==> config.mk <==
export PLATFORM = sky130hd
export DESIGN_NAME = buffer_mux_n
export DESIGN_NICKNAME = d
export VERILOG_FILES = /design/src/rtl/buffer_mux_n.sv
export SDC_FILE = /design/constraint.sdc
export NUM_CORES = 1
export LEC_CHECK = 0
export ABC_AREA = 1
export CAP_MARGIN = 25
export CORE_UTILIZATION = 40
export CTS_BUF_LIST = sky130_fd_sc_hd__clkbuf_8
export CTS_CLUSTER_SIZE = 40
export DETAILED_ROUTE_END_ITERATION = 12
export PLACE_DENSITY = 0.73
export SETUP_SLACK_MARGIN = 0.1
export SLEW_MARGIN = 20
export SYNTH_ARGS = -nofsm -noshare
export SYNTH_HDL_FRONTEND = slang
export SYNTH_SLANG_ARGS = --single-unit
==> constraint.sdc <==
create_clock -name clk -period 3.8 [get_ports clk]
set_clock_uncertainty 0.15 [all_clocks]
set_input_delay 0.95 -clock clk [delete_from_list [all_inputs] [get_ports clk]]
set_output_delay 0.95 -clock clk [all_outputs]
set_load 0.03 [all_outputs]
==> src/rtl/buffer_mux_n.sv <==
// buffer_mux_n: N-channel valid/ready multiplexer feeding an output FIFO.
// One channel is granted per cycle, either by an external selector (fixed
// mode) or by a round-robin arbiter. Words from the granted channel are queued
// in a FIFO_DEPTH-entry FIFO whose head drives the single downstream port.
// in_ready depends only on registered state (and rst), so there is no
// combinational path from in_valid or out_ready back to the producers.
module buffer_mux_n #(
    parameter int DATA_WIDTH = 40,
    parameter int NUM_CH     = 4,
    parameter int SEL_WIDTH  = 2,
    parameter int FIFO_DEPTH = 4,
    parameter int CNT_WIDTH  = 3
) (
    input  logic                         clk,
    input  logic                         rst,
    input  logic [NUM_CH*DATA_WIDTH-1:0] in_data,
    input  logic [NUM_CH-1:0]            in_valid,
    output logic [NUM_CH-1:0]            in_ready,
    input  logic [SEL_WIDTH-1:0]         selector,
    input  logic                         rr_mode,
    output logic [DATA_WIDTH-1:0]        out_data,
    output logic                         out_valid,
    input  logic                         out_ready,
    output logic [CNT_WIDTH-1:0]         count
);

    // Pointers index FIFO_DEPTH (a power of two) entries, so they wrap
    // naturally; the occupancy counter needs one extra bit to represent "full".
    localparam int                   PTR_WIDTH  = CNT_WIDTH - 1;
    localparam logic [CNT_WIDTH-1:0] FULL_COUNT = CNT_WIDTH'(FIFO_DEPTH);
    localparam logic [PTR_WIDTH-1:0] PTR_ONE    = PTR_WIDTH'(1);
    localparam logic [CNT_WIDTH-1:0] CNT_ONE    = CNT_WIDTH'(1);

    // ------------------------------------------------------------------
    // State
    // ------------------------------------------------------------------
    logic [SEL_WIDTH-1:0]  grant_q,  grant_d;
    logic [PTR_WIDTH-1:0]  wr_ptr_q, wr_ptr_d;
    logic [PTR_WIDTH-1:0]  rd_ptr_q, rd_ptr_d;
    logic [CNT_WIDTH-1:0]  count_q,  count_d;
    logic [DATA_WIDTH-1:0] mem_q [FIFO_DEPTH];

    // ------------------------------------------------------------------
    // Derived status
    // ------------------------------------------------------------------
    logic                  full;
    logic                  empty;
    logic                  gnt_valid;
    logic [DATA_WIDTH-1:0] gnt_data;
    logic                  push;
    logic                  pop;
    logic [SEL_WIDTH-1:0]  rr_next;
    int                    rr_dist;
    int                    rr_best;

    assign full  = (count_q == FULL_COUNT);
    assign empty = (count_q == '0);

    // Select the valid bit and data word of the currently granted channel.
    always_comb begin
        // NOTE: every signal driven here gets a default first, so no path
        // through the loop can leave it unassigned and infer a latch.
        gnt_valid = 1'b0;
        gnt_data  = '0;
        for (int i = 0; i < NUM_CH; i++) begin
            if (grant_q == SEL_WIDTH'(i)) begin
                gnt_valid = in_valid[i];
                gnt_data  = in_data[i*DATA_WIDTH +: DATA_WIDTH];
            end
        end
    end

    // A word transfers in when the granted channel offers one and there is
    // room; a full FIFO refuses even when a pop happens in the same cycle.
    assign push = gnt_valid && !full;
    assign pop  = !empty && out_ready;

    // Only the granted channel sees ready, and only while the FIFO has room.
    // Held low during reset so producers never see a spurious accept.
    always_comb begin
        in_ready = '0;
        for (int i = 0; i < NUM_CH; i++) begin
            in_ready[i] = !rst && !full && (grant_q == SEL_WIDTH'(i));
        end
    end

    // ------------------------------------------------------------------
    // Output port
    // ------------------------------------------------------------------
    assign out_valid = !empty;
    assign count     = count_q;
    // Head word, forced to zero while empty so stale entries never leak out.
    assign out_data  = empty ? '0 : mem_q[rd_ptr_q];

    // ------------------------------------------------------------------
    // Round-robin search
    // ------------------------------------------------------------------
    // Pick the valid channel closest after the current grant, wrapping around;
    // the current grant itself has the largest distance so it is tried last.
    // If nothing is valid the grant stays where it is.
    always_comb begin
        rr_next = grant_q;
        rr_best = NUM_CH + 1;
        rr_dist = 0;
        for (int i = 0; i < NUM_CH; i++) begin
            rr_dist = i - int'(grant_q);
            if (rr_dist <= 0) begin
                rr_dist = rr_dist + NUM_CH;
            end
            if (in_valid[i] && (rr_dist < rr_best)) begin
                rr_best = rr_dist;
                rr_next = SEL_WIDTH'(i);
            end
        end
    end

    // ------------------------------------------------------------------
    // Next-state logic
    // ------------------------------------------------------------------
    // Grant update: follow an in-range selector in fixed mode; in round-robin
    // mode move on after a transfer or when the granted channel is idle.
    always_comb begin
        grant_d = grant_q;
        if (rr_mode) begin
            if (push || !gnt_valid) begin
                grant_d = rr_next;
            end
        end else if (int'(selector) < NUM_CH) begin
            grant_d = selector;
        end
    end

    // FIFO pointer and occupancy update; simultaneous push and pop leaves
    // the count unchanged while both pointers advance.
    always_comb begin
        wr_ptr_d = push ? (wr_ptr_q + PTR_ONE) : wr_ptr_q;
        rd_ptr_d = pop  ? (rd_ptr_q + PTR_ONE) : rd_ptr_q;
        count_d  = count_q;
        unique case ({push, pop})
            2'b10:   count_d = count_q + CNT_ONE;
            2'b01:   count_d = count_q - CNT_ONE;
            default: count_d = count_q;
        endcase
    end

    // ------------------------------------------------------------------
    // Registers
    // ------------------------------------------------------------------
    // Control state with asynchronous reset; reset empties the FIFO logically.
    always_ff @(posedge clk or posedge rst) begin
        // NOTE: state registers use non-blocking assignments so every register
        // samples the pre-edge values regardless of statement order.
        if (rst) begin
            grant_q  <= '0;
            wr_ptr_q <= '0;
            rd_ptr_q <= '0;
            count_q  <= '0;
        end else begin
            grant_q  <= grant_d;
            wr_ptr_q <= wr_ptr_d;
            rd_ptr_q <= rd_ptr_d;
            count_q  <= count_d;
        end
    end

    // FIFO storage: write the granted word at the tail on a push.
    always_ff @(posedge clk) begin
        // NOTE: the storage array is deliberately not reset; a zero count
        // already marks every entry invalid and out_data is masked when empty,
        // so resetting it would only add reset fan-out to a RAM-like array.
        if (push) begin
            mem_q[wr_ptr_q] <= gnt_data;
        end
    end

endmodule

# [After elaboration in Yosys (flattened, before gate mapping)]
# Memory sizes are Yosys's and may differ from the RTL's.
# Cells that the tools add are included.
[word_totals] regBits=9 ramBits=160 output_inout_bits=48 wordCells=78 mem_count=1
[op_classes] add_sub_neg=12 magnitude_cmp=8 n_eq_ne=8 n_mux=25 reduce_logical=20
[memory_table] memory="mem_q" words=4 width=40 read_ports=1 rd_ports_with_merged_regs=0 wr=1 line="41" text="logic [DATA_WIDTH-1:0] mem_q [FIFO_DEPTH];"
[op_table] cell="32-bit 2-to-1 mux" count=7
[op_table] cell="40-bit 2-to-1 mux" count=5
[op_table] cell="32-bit less-than comparator" count=3
[op_table] cell="32-bit by 4-bit less-than comparator with 1-bit output (second input constant)" count=1
[op_table] cell="3-bit by 4-bit adder with 5-bit output (second input constant)" count=4
[op_table] cell="3-bit by 1-bit <= comparator with 1-bit output (second input constant)" count=4
[op_table] cell="2-bit 2-to-1 mux" count=6
[op_table] cell="1-bit logical AND" count=11
[op_table] cell="2-bit == test (second input constant)" count=3
[op_table] cell="1-bit 2-to-1 mux" count=6
[op_table] cell="3-bit one-hot mux with 2 select lines" count=1
[op_table] cell="1-bit by 2-bit subtractor with 3-bit output (first input constant)" count=2
[op_table] cell="2-bit by 2-bit subtractor with 3-bit output (first input constant)" count=2
[op_table] cell="5-bit by 1-bit inequality test with 1-bit output (second input constant)" count=1
[op_table] cell="2-bit by 1-bit adder with 2-bit output (second input constant)" count=2
[op_table] cell="2-bit by 1-bit == test with 1-bit output (second input constant)" count=2
[op_table] cell="1-bit zero test" count=4
[op_table] cell="3-bit by 1-bit adder with 3-bit output (second input constant)" count=1
[op_table] cell="3-bit == test (second input constant)" count=1
[op_table] cell="3-bit zero test" count=1
[op_table] cell="3-bit by 1-bit subtractor with 3-bit output (second input constant)" count=1
[op_table] cell="2-bit zero test" count=1
[op_table] cell="2-bit by 1-bit inequality test with 1-bit output (second input constant)" count=1
[op_table] cell="2-bit AND reduction" count=1
[op_table] cell="2 further kinds" count=2

# [Logic depth before layout (Yosys ltp)]
# Gate-level depths: netlist of run 1.
[depth] depth_word=17 depth_mapped=31 depth_no_buf=31

# [Worst setup path before layout of run 1]
# OpenSTA, ideal clock, no wires.
[synth_timing] kind="input -> register" from="input port in_valid[1]" to="memory mem_q[0][0], enable pin" arrival_ps=3385 path_slack_ps=-172 path_stages=6 cell_sequence="o21ai_0 o21ai_0 o21ai_0 or2_2 clkbuf_1 nor2_1"
[synth_between] elab_chain_cells=6
[synth_lines] element="start: declaration" line="17" text="input logic [NUM_CH-1:0] in_valid,"
[synth_lines] element="1-bit 2-to-1 mux (3 in series)" line="66" text="if (grant_q == SEL_WIDTH'(i)) begin"
[synth_lines] element="1-bit logical AND" line="75" text="assign push = gnt_valid && !full;"
[synth_lines] element="1-bit 2-to-1 mux" line="171" text="if (push) begin"
[synth_lines] element="1-bit 2-to-1 mux (not written as such)" line="172" text="mem_q[wr_ptr_q] <= gnt_data;"
[synth_lines] element="end: declaration" line="41"
# Every way passes these cells.

# [Worst setup path in the final report of run 1]
[layout_timing] from="register grant_q[0]" to="register grant_q[0]"
[layout_between] elab_chain_cells=17 word_cells_on_any_way=46 cone_classes="8 x add/sub; 8 x order compare; 5 x eq/ne; 16 x mux; 9 x reduce/logical"
[layout_lines] element="start: declaration" line="37" text="logic [SEL_WIDTH-1:0] grant_q, grant_d;"
[layout_lines] element="start signal: assignment" line="159" text="grant_q <= grant_d;"
[layout_lines] element="1-bit by 2-bit subtractor with 3-bit output" line="106" text="rr_dist = i - int'(grant_q);"
[layout_lines] element="3-bit by 4-bit adder with 5-bit output / 3-bit by 1-bit <= comparator with 1-bit output (equally long branches)" line="108, 107"
[layout_lines] element="32-bit 2-to-1 mux" line="107" text="if (rr_dist <= 0) begin"
[layout_lines] element="32-bit by 4-bit less-than comparator with 1-bit output" line="110" text="if (in_valid[i] && (rr_dist < rr_best)) begin"
[layout_lines] element="1-bit logical AND" line="110"
[layout_lines] element="32-bit 2-to-1 mux" line="110"
[layout_lines] element="32-bit less-than comparator" line="110"
[layout_lines] element="1-bit logical AND" line="110"
[layout_lines] element="32-bit 2-to-1 mux" line="110"
[layout_lines] element="32-bit less-than comparator" line="110"
[layout_lines] element="1-bit logical AND" line="110"
[layout_lines] element="32-bit 2-to-1 mux" line="110"
[layout_lines] element="32-bit less-than comparator" line="110"
[layout_lines] element="1-bit logical AND" line="110"
[layout_lines] element="2-bit 2-to-1 mux" line="110"
[layout_lines] element="2-bit 2-to-1 mux" line="125" text="if (push || !gnt_valid) begin"
[layout_lines] element="2-bit 2-to-1 mux" line="124" text="if (rr_mode) begin"
# Several ways; a longest one is shown, not always the timed one. The select of a mux whose other input is x is not followed.
# A chain may end at the register's enable or synchronous reset.

==> impl_metrics.yaml, run 1 <==
status:
  status: "complete, no violations"
yosys:
  post_synth_inst_count: 809
  synthesis.area_um2: 8208
  syn-mean-instance-area_um2: 10.15
  number_of_flip_flops_and_latches_in_the_synthesized_netlist: 169
  synth_fp_nets: 998
  synth_warnings: 0
  yosysSeqAreaShare_pct: 61.28
  synth_cell_type_count: 32
die:
  io-pin-count: 218
  die_height_um: 145.2
  start_util_pct: 40.69
  placement_rows: 52
  core_area_um2: 20170
  die_area_um2: 21100
  die_w_um: 145.2
run:
  cap_violations: 0
route:
  drcViolationCount: 0
  drt_pre_antenna_iters: 4
  initialDrtViolationCount: 448
  route.final.wire_length_mm: 22.04
  highest_metal_layer_with_signal_wires: "met4"
  met3RoutedLength_mm: 1.328
  final_antenna_net_count: 0
  vias: 6788
  met2RoutedLength_mm: 11.07
  route.layer.met1.wl_mm: 9.265
  avg_wl_per_cell_um: 16.83
  routed_via_density: 5.186
sta:
  unrepaired_setup_endpoints_after_global_routing: "true"
  timing.final.setup_violations: 0
  hold_violations: 0
  maxSlewHeadroom_pct: 44.51
  period_share_pct: 92.98
  worst-slew-pin-transition_ns: 0.8324
  setup_ws_ns: 0.2667
  finalHoldWorstSlack_ns: 0.4335
  final-max-slew-violation-count: 0
  fmax_mhz: 283.0
  post-route-min-period_ns: 3.533
pwr:
  leak_pwr_nw: 4.122
  powerDensity_nw_per_um2: 972.2
  peak_supply_drop_v: 0.0005106
setup_path:
  critical_path_required_ns: 4.03
  crit_fanout: 6
  endpoint_type_of_the_worst_setup_path: "register"
  startpoint_kind_of_the_worst_setup_timing_path: "register"
  critical_path.reg2reg.endpoint: "grant_q[0]"
  slowest_delay_ns: 0.42
  timing.setup.critical_path_class: "reg -> reg"
  timing.critical_path.slowest_stage_cell: "sky130_fd_sc_hd__dfrtp_1"
  arrival_ns: 3.77
  cp_common_cell: "sky130_fd_sc_hd__nand2_1"
  reg2reg_depth: 28
  worstReg2RegStart: "grant_q[0]"
  regToRegSetupSlack_ns: 0.27
clock_network:
  ctsHtreeMaxLevel: 4
  ctsLongestPathBuffers: 2
  tritoncts_num_sinks: 169
  ctsRootBufferMaster: "sky130_fd_sc_hd__clkbuf_8"
  tritoncts: "yes"
  hold_buffers: 0
  clock_latency_ns: 0.44
  reg_clk_slew_reported_paths_ns: 0.08
  tritoncts.num_buffers: 17
finish:
  multi_input_area_um2: 2957
  layout.filler_cells: 1735
  fin_nets: 1215
  seq_area_um2: 5032
  layout-drive-gt1-share_pct: 14.05
  layout.core_utilization_pct: 56.44
  layout-area-overhead-vs-synth_pct: 38.69
  antennaDiodeCount: 0
global_routing:
  via_count_of_the_first_global_routing_pass: 6893
  grt_overflow_total: 0
  track_usage_pct: 21.25
  grt_pass1_wl_mm: 34.90
  initial_antenna_violation_count: 0
  largest_net_degree_at_the_start_of_global_routing: 82
placed_design:
  place_congestion: 0.8401
  pre_cts_ws_ns: -0.4323
  hpwl_after_detailed_placement_mm: 14.51
  buffer_ports.inserted: 217
worst_hold_path:
  hold_path_end: "count[0]"
  hold_path_startpoint: "count[0]"
  worst_hold_path_stage_count: 1
  hold_class: "reg -> reg"
synthesized netlist by cell type:
master	number	area, µm²
sky130_fd_sc_hd__a21boi_0	1	7.510
sky130_fd_sc_hd__a21oi_1	48	240.2
sky130_fd_sc_hd__a21oi_2	1	8.760
sky130_fd_sc_hd__a221oi_1	40	350.3
sky130_fd_sc_hd__buf_1	10	37.54
sky130_fd_sc_hd__buf_4	1	7.510
sky130_fd_sc_hd__clkbuf_1	47	176.4
sky130_fd_sc_hd__clkbuf_2	1	5.000
sky130_fd_sc_hd__clkinv_1	1	3.750
sky130_fd_sc_hd__conb_1	1	3.750
sky130_fd_sc_hd__dfrtp_1	9	225.2
sky130_fd_sc_hd__edfxtp_1	160	4805
sky130_fd_sc_hd__fa_1	1	20.02
sky130_fd_sc_hd__ha_1	18	225.2
sky130_fd_sc_hd__inv_1	29	108.9
sky130_fd_sc_hd__inv_2	2	7.510
sky130_fd_sc_hd__nand2_1	69	259.0
sky130_fd_sc_hd__nand2_2	4	25.02
sky130_fd_sc_hd__nand2_4	1	11.26
sky130_fd_sc_hd__nand3_1	3	15.01
sky130_fd_sc_hd__nand3_2	1	10.01
sky130_fd_sc_hd__nand4_1	1	6.260
sky130_fd_sc_hd__nor2_1	220	825.8
sky130_fd_sc_hd__nor2_2	1	6.260
sky130_fd_sc_hd__nor3_1	3	15.01
sky130_fd_sc_hd__nor3b_1	1	7.510
sky130_fd_sc_hd__o21a_1	1	7.510
sky130_fd_sc_hd__o21ai_0	89	445.4
sky130_fd_sc_hd__o31ai_1	40	300.3
sky130_fd_sc_hd__or2_2	1	6.260
sky130_fd_sc_hd__xnor2_1	1	8.760
sky130_fd_sc_hd__xor2_1	3	26.28
state kept, by name, indices dropped and copies added (netlist names):
name and flops:
wr_ptr_q 2, rd_ptr_q 2, count 3, mem_q 160, grant_q 2
worst max-delay path, delay by kind of cell (launching register included):
family / cells / cell delay, ns
buffers and inverters: 2 / 0.15
AO/OA/AOI/OAI: 4 / 0.45
AND/OR/NAND/NOR: 18 / 1.39
adder cells (fa/ha/maj): 4 / 0.92
flip-flops: 1 / 0.42
power by group:
group | internal (mW) | switching [mW] | leakage [nW]
registers | 3.26 | 0.166 | 1.58
clock network | 0.638 | 0.608 | 0.203
logic | 2.28 | 4.12 | 2.34
total | 6.17 | 4.89 | 4.12
routing by layer:
metal,up-vias,global-route usage (%)
met1,3208,25.86
met4,0,7.684
met5,-,0
li1,3313,-
met2,235,37.33
met3,32,4.151
worst max-delay path by stage:
| stage | depth (start not counted) | end | start |
|---|---|---|---|
| finish | 28 | grant_q[0] | grant_q[0] |
| CTS | 26 | grant_q[0] | in_valid[0] |
| global placement | 23 | grant_q[0] | in_valid[0] |
| global route | 28 | grant_q[0] | grant_q[0] |
| detailed placement | 23 | grant_q[0] | in_valid[0] |
| floorplan | 6 | mem_q[0][0] | in_valid[1] |
through the flow:
step                      std cells   TNS, ns  total power, mW  instance area, µm²
after floorplan                 809    -27.59            7.244                8208
after global placement         1272   -0.5946            9.609               10870
after detailed placement       1272   -0.8421            9.762               10870
after CTS                      1304         0            11.04               11290
after global routing           1309  -0.03321            11.83               11380
final                          1309         0            11.07               11380
cell families after synthesis:
kind of cell             Yosys count  synth area share [%]
buffers and inverters             91                 4.223
XOR/XNOR                           4                0.4269
flip-flops                       169                 61.28
AO/OA/AOI/OAI                    220                 16.57
other                              1               0.04569
adder cells (fa/ha/maj)           19                 2.988
AND/OR/NAND/NOR                  305                 14.47
cell usage in the layout, fill, tap and decap left out, drive strengths merged:
cell type,count
clkbuf,17
nor2,221
dlymetal6s2s,1
ha,18
or2,1
clkinv,8
dfrtp,9
xnor2,1
a21boi,1
clkinvlp,2
conb,1
edfxtp,160
nand3,4
fa,1
clkdlybuf4s50,175
nand4,1
bufinv,3
nor3,3
nand2,74
a21oi,49
o21a,1
o21ai,89
inv,34
a221oi,40
xor2,3
buf,81
o31ai,40
nor3b,1
area by class of cell:
cell class | count | share of cell area (%)
clock buffers | 17 | 2.055
clock inverters | 15 | 1.418
inverters | 32 | 1.077
multi-input cells | 549 | 25.97
flip-flops and latches | 169 | 44.21
well taps | 270 | 2.968
repair buffers | 257 | 22.30
repair_timing:
action / in CTS / in global routing
setup buffers: 0 / 5
cloned: 0 / 0
resized for setup: 7 / 15
pin swaps: 0 / 13
endpoints found under the setup margin: 2 / 2
No activity file was read; power rests on OpenSTA's default activity.
==> inputs of run 2 (changes only) <==
- DONT_BUFFER_PORTS: unset -> 1
- PLACE_DENSITY: 0.73 -> unset
- PLACE_DENSITY_LB_ADDON: unset -> 0.1
==> run 2 against run 1 <==
  * First-iteration DRC count down 24%
  * Sequential cell count unchanged
  * Critical path depth up 1
  * Total power down 4.8%
  * Via count down 8.8%
  * Maximum frequency down 0.17%
  * Largest cell class unchanged
  * Sequential share of layout area up 9.1 points
  * Clock power about the same
  * Setup slack worse by 0.0061 ns
  * Die area unchanged
  * Largest power group unchanged
  * Register-to-register slack about the same
==> impl_metrics.yaml, run 2 (synthesis results as in run 1) <==
finish:
  seq_area_um2: 5032
  fin_nets: 1032
  antennaDiodeCount: 0
  largest-register: "mem_q"
  layout-drive-gt1-share_pct: 16.00
  layout-area-overhead-vs-synth_pct: 15.00
  layout.filler_cells: 1855
  largest_register_ff_count: 160
  fin_cells: 1126
  multi_input_area_um2: 2929
  layout.core_utilization_pct: 46.80
  layout.cells.most_common: "sky130_fd_sc_hd__nor2_1"
  leading_cell_types_in_the_layout_fill_and_taps_excluded: "214 x sky130_fd_sc_hd__nor2_1, 160 x sky130_fd_sc_hd__edfxtp_1, 86 x sky130_fd_sc_hd__o21ai_0"
pwr:
  powerDensity_nw_per_um2: 1116
  share_clk_of_total_power_pct: 11.6
  total_switching_power_mw: 4.789
  leak_pwr_nw: 3.354
  pint_mw: 5.742
  power.switching_fraction_pct: 45.47
  sequentialPowerShare_pct: 33.3
  combinationalPowerShare_pct: 55.1
  peak_supply_drop_v: 0.0005389
sta:
  final-max-slew-violation-count: 0
  post-route-min-period_ns: 3.539
  maxSlewHeadroom_pct: 54.57
  hold_violations: 0
  fmax_mhz: 282.5
  worst-slew-pin-transition_ns: 0.6799
  fin_setup_tns_ns: 0
  period_share_pct: 93.14
  unrepaired_setup_endpoints_after_global_routing: "true"
  timing.final.setup_violations: 0
setup_path:
  crit_fanout: 6
  cp_common_cell: "sky130_fd_sc_hd__nand2_1"
  endpoint_type_of_the_worst_setup_path: "register"
  arrival_ns: 3.72
  startpoint_kind_of_the_worst_setup_timing_path: "register"
  timing.setup.critical_path_class: "reg -> reg"
  reg2reg_depth: 29
  timing.critical_path.slowest_stage_cell: "sky130_fd_sc_hd__dfrtp_1"
  critical_path_required_ns: 3.98
  slowest_delay_ns: 0.40
route:
  vias: 6193
  final_antenna_net_count: 0
  drt_pre_antenna_iters: 4
  avg_wl_per_cell_um: 18.54
  route.final.wire_length_mm: 20.88
  initialDrtViolationCount: 341
  routed_via_density: 5.500
  drcViolationCount: 0
global_routing:
  via_count_of_the_first_global_routing_pass: 6131
  grt_pass1_wl_mm: 32.49
  initial_antenna_violation_count: 0
  track_usage_pct: 20.12
  grt_overflow_total: 0
  largest_net_degree_at_the_start_of_global_routing: 52
die:
  core_area_um2: 20170
  die_area_um2: 21100
  die_w_um: 145.2
  die_height_um: 145.2
  placement_rows: 52
  start_util_pct: 40.69
  io-pin-count: 218
placed_design:
  place_congestion: 0.7400
  buffer_ports.inserted: 0
  hpwl_after_detailed_placement_mm: 13.84
  place.detailed.instances: 1089
clock_network:
  clock_latency_ns: 0.44
  ctsRootBufferMaster: "sky130_fd_sc_hd__clkbuf_8"
  ctsLongestPathBuffers: 2
  ctsHtreeMaxLevel: 4
  reg_clk_slew_reported_paths_ns: 0.08
  hold_buffers: 0
  tritoncts.num_buffers: 17
  tritoncts: "yes"
  tritoncts_num_sinks: 169
status:
  status: "complete, no violations"
run:
  cap_violations: 0
worst_hold_path:
  hold_class: "in -> async"
## run 2: cell count changes in the layout (fill, tap and decap cells not counted), sizes merged
cell	delta
buf	-7
bufinv	-1
clkbuf	+2
clkdlybuf4s50	-175
clkinv	-6
clkinvlp	+2
dlymetal6s2s	-1
inv	+3
## run 2: worst max-delay path, delay by kind of cell, from the launching register on
| kind | cells | cell delay, ns |
|---|---|---|
| DFF | 1 | 0.40 |
| adders and majority gates | 4 | 0.96 |
| buffers and inverters | 2 | 0.15 |
| AOI/OAI and AO/OA | 3 | 0.29 |
| and+or+nand+nor | 20 | 1.47 |
## run 2: final timing paths
| kind | from | to | slack, ns |
|---|---|---|---|
| setup / recovery | grant_q[1] | grant_q[0] | 0.26 |
| hold / removal | rst | count[0] | 0.22 |
| setup reg to reg | grant_q[1] | grant_q[0] | 0.26 |
| hold reg to reg | wr_ptr_q[1] | wr_ptr_q[1] | 0.49 |
| max in group asynchronous | rst | rd_ptr_q[0] | 3.11 |
| min in group clk | wr_ptr_q[1] | wr_ptr_q[1] | 0.49 |
## run 2: stage by stage
step	power, mW	hold WS (ns)	instance area [µm²]	setup WS, ns
global route	11.28	0.1950	9439	0.02706
detailed placement	9.300	0.4580	8965	-0.04889
finish	10.53	0.2227	9439	0.2605
CTS	10.56	0.1882	9369	0.1201
global placement	9.149	0.4376	8965	0.1435
floorplan	7.244	0.4066	8208	-0.1724
## run 2: repair_timing
item,4_1_cts,5_1_grt
pin swaps,0,14
resized for setup,6,10
setup buffers,0,5
setup endpoints to repair,2,2
## run 2: power by group through the flow
stage                     sequential, mW  combinational, mW  clock, mW
after global routing                3.57               6.38       1.33
final                               3.51               5.80       1.23
after detailed placement            3.55               5.75          0
after CTS                           3.51               5.79       1.26
after floorplan                     3.48               3.77          0
after global placement              3.53               5.62          0
## run 2: layout make-up
type	instances	area share [%]
sequential	169	53.31
multi-input combinational	549	31.03
timing repair buffer	74	6.681
tap	270	3.579
clock buffer	19	2.770
clock inverter	13	1.352
inverter	32	1.273
## run 2: per-layer routing
| metal | vias up | wire, µm | track usage, % |
|---|---|---|---|
| met5 | - | 0 | 0 |
| met4 | 0 | 344 | 6.000 |
| met3 | 27 | 1143 | 4.780 |
| met2 | 199 | 10510 | 34.93 |
| met1 | 3027 | 8886 | 24.77 |
| li1 | 2940 | - | - |
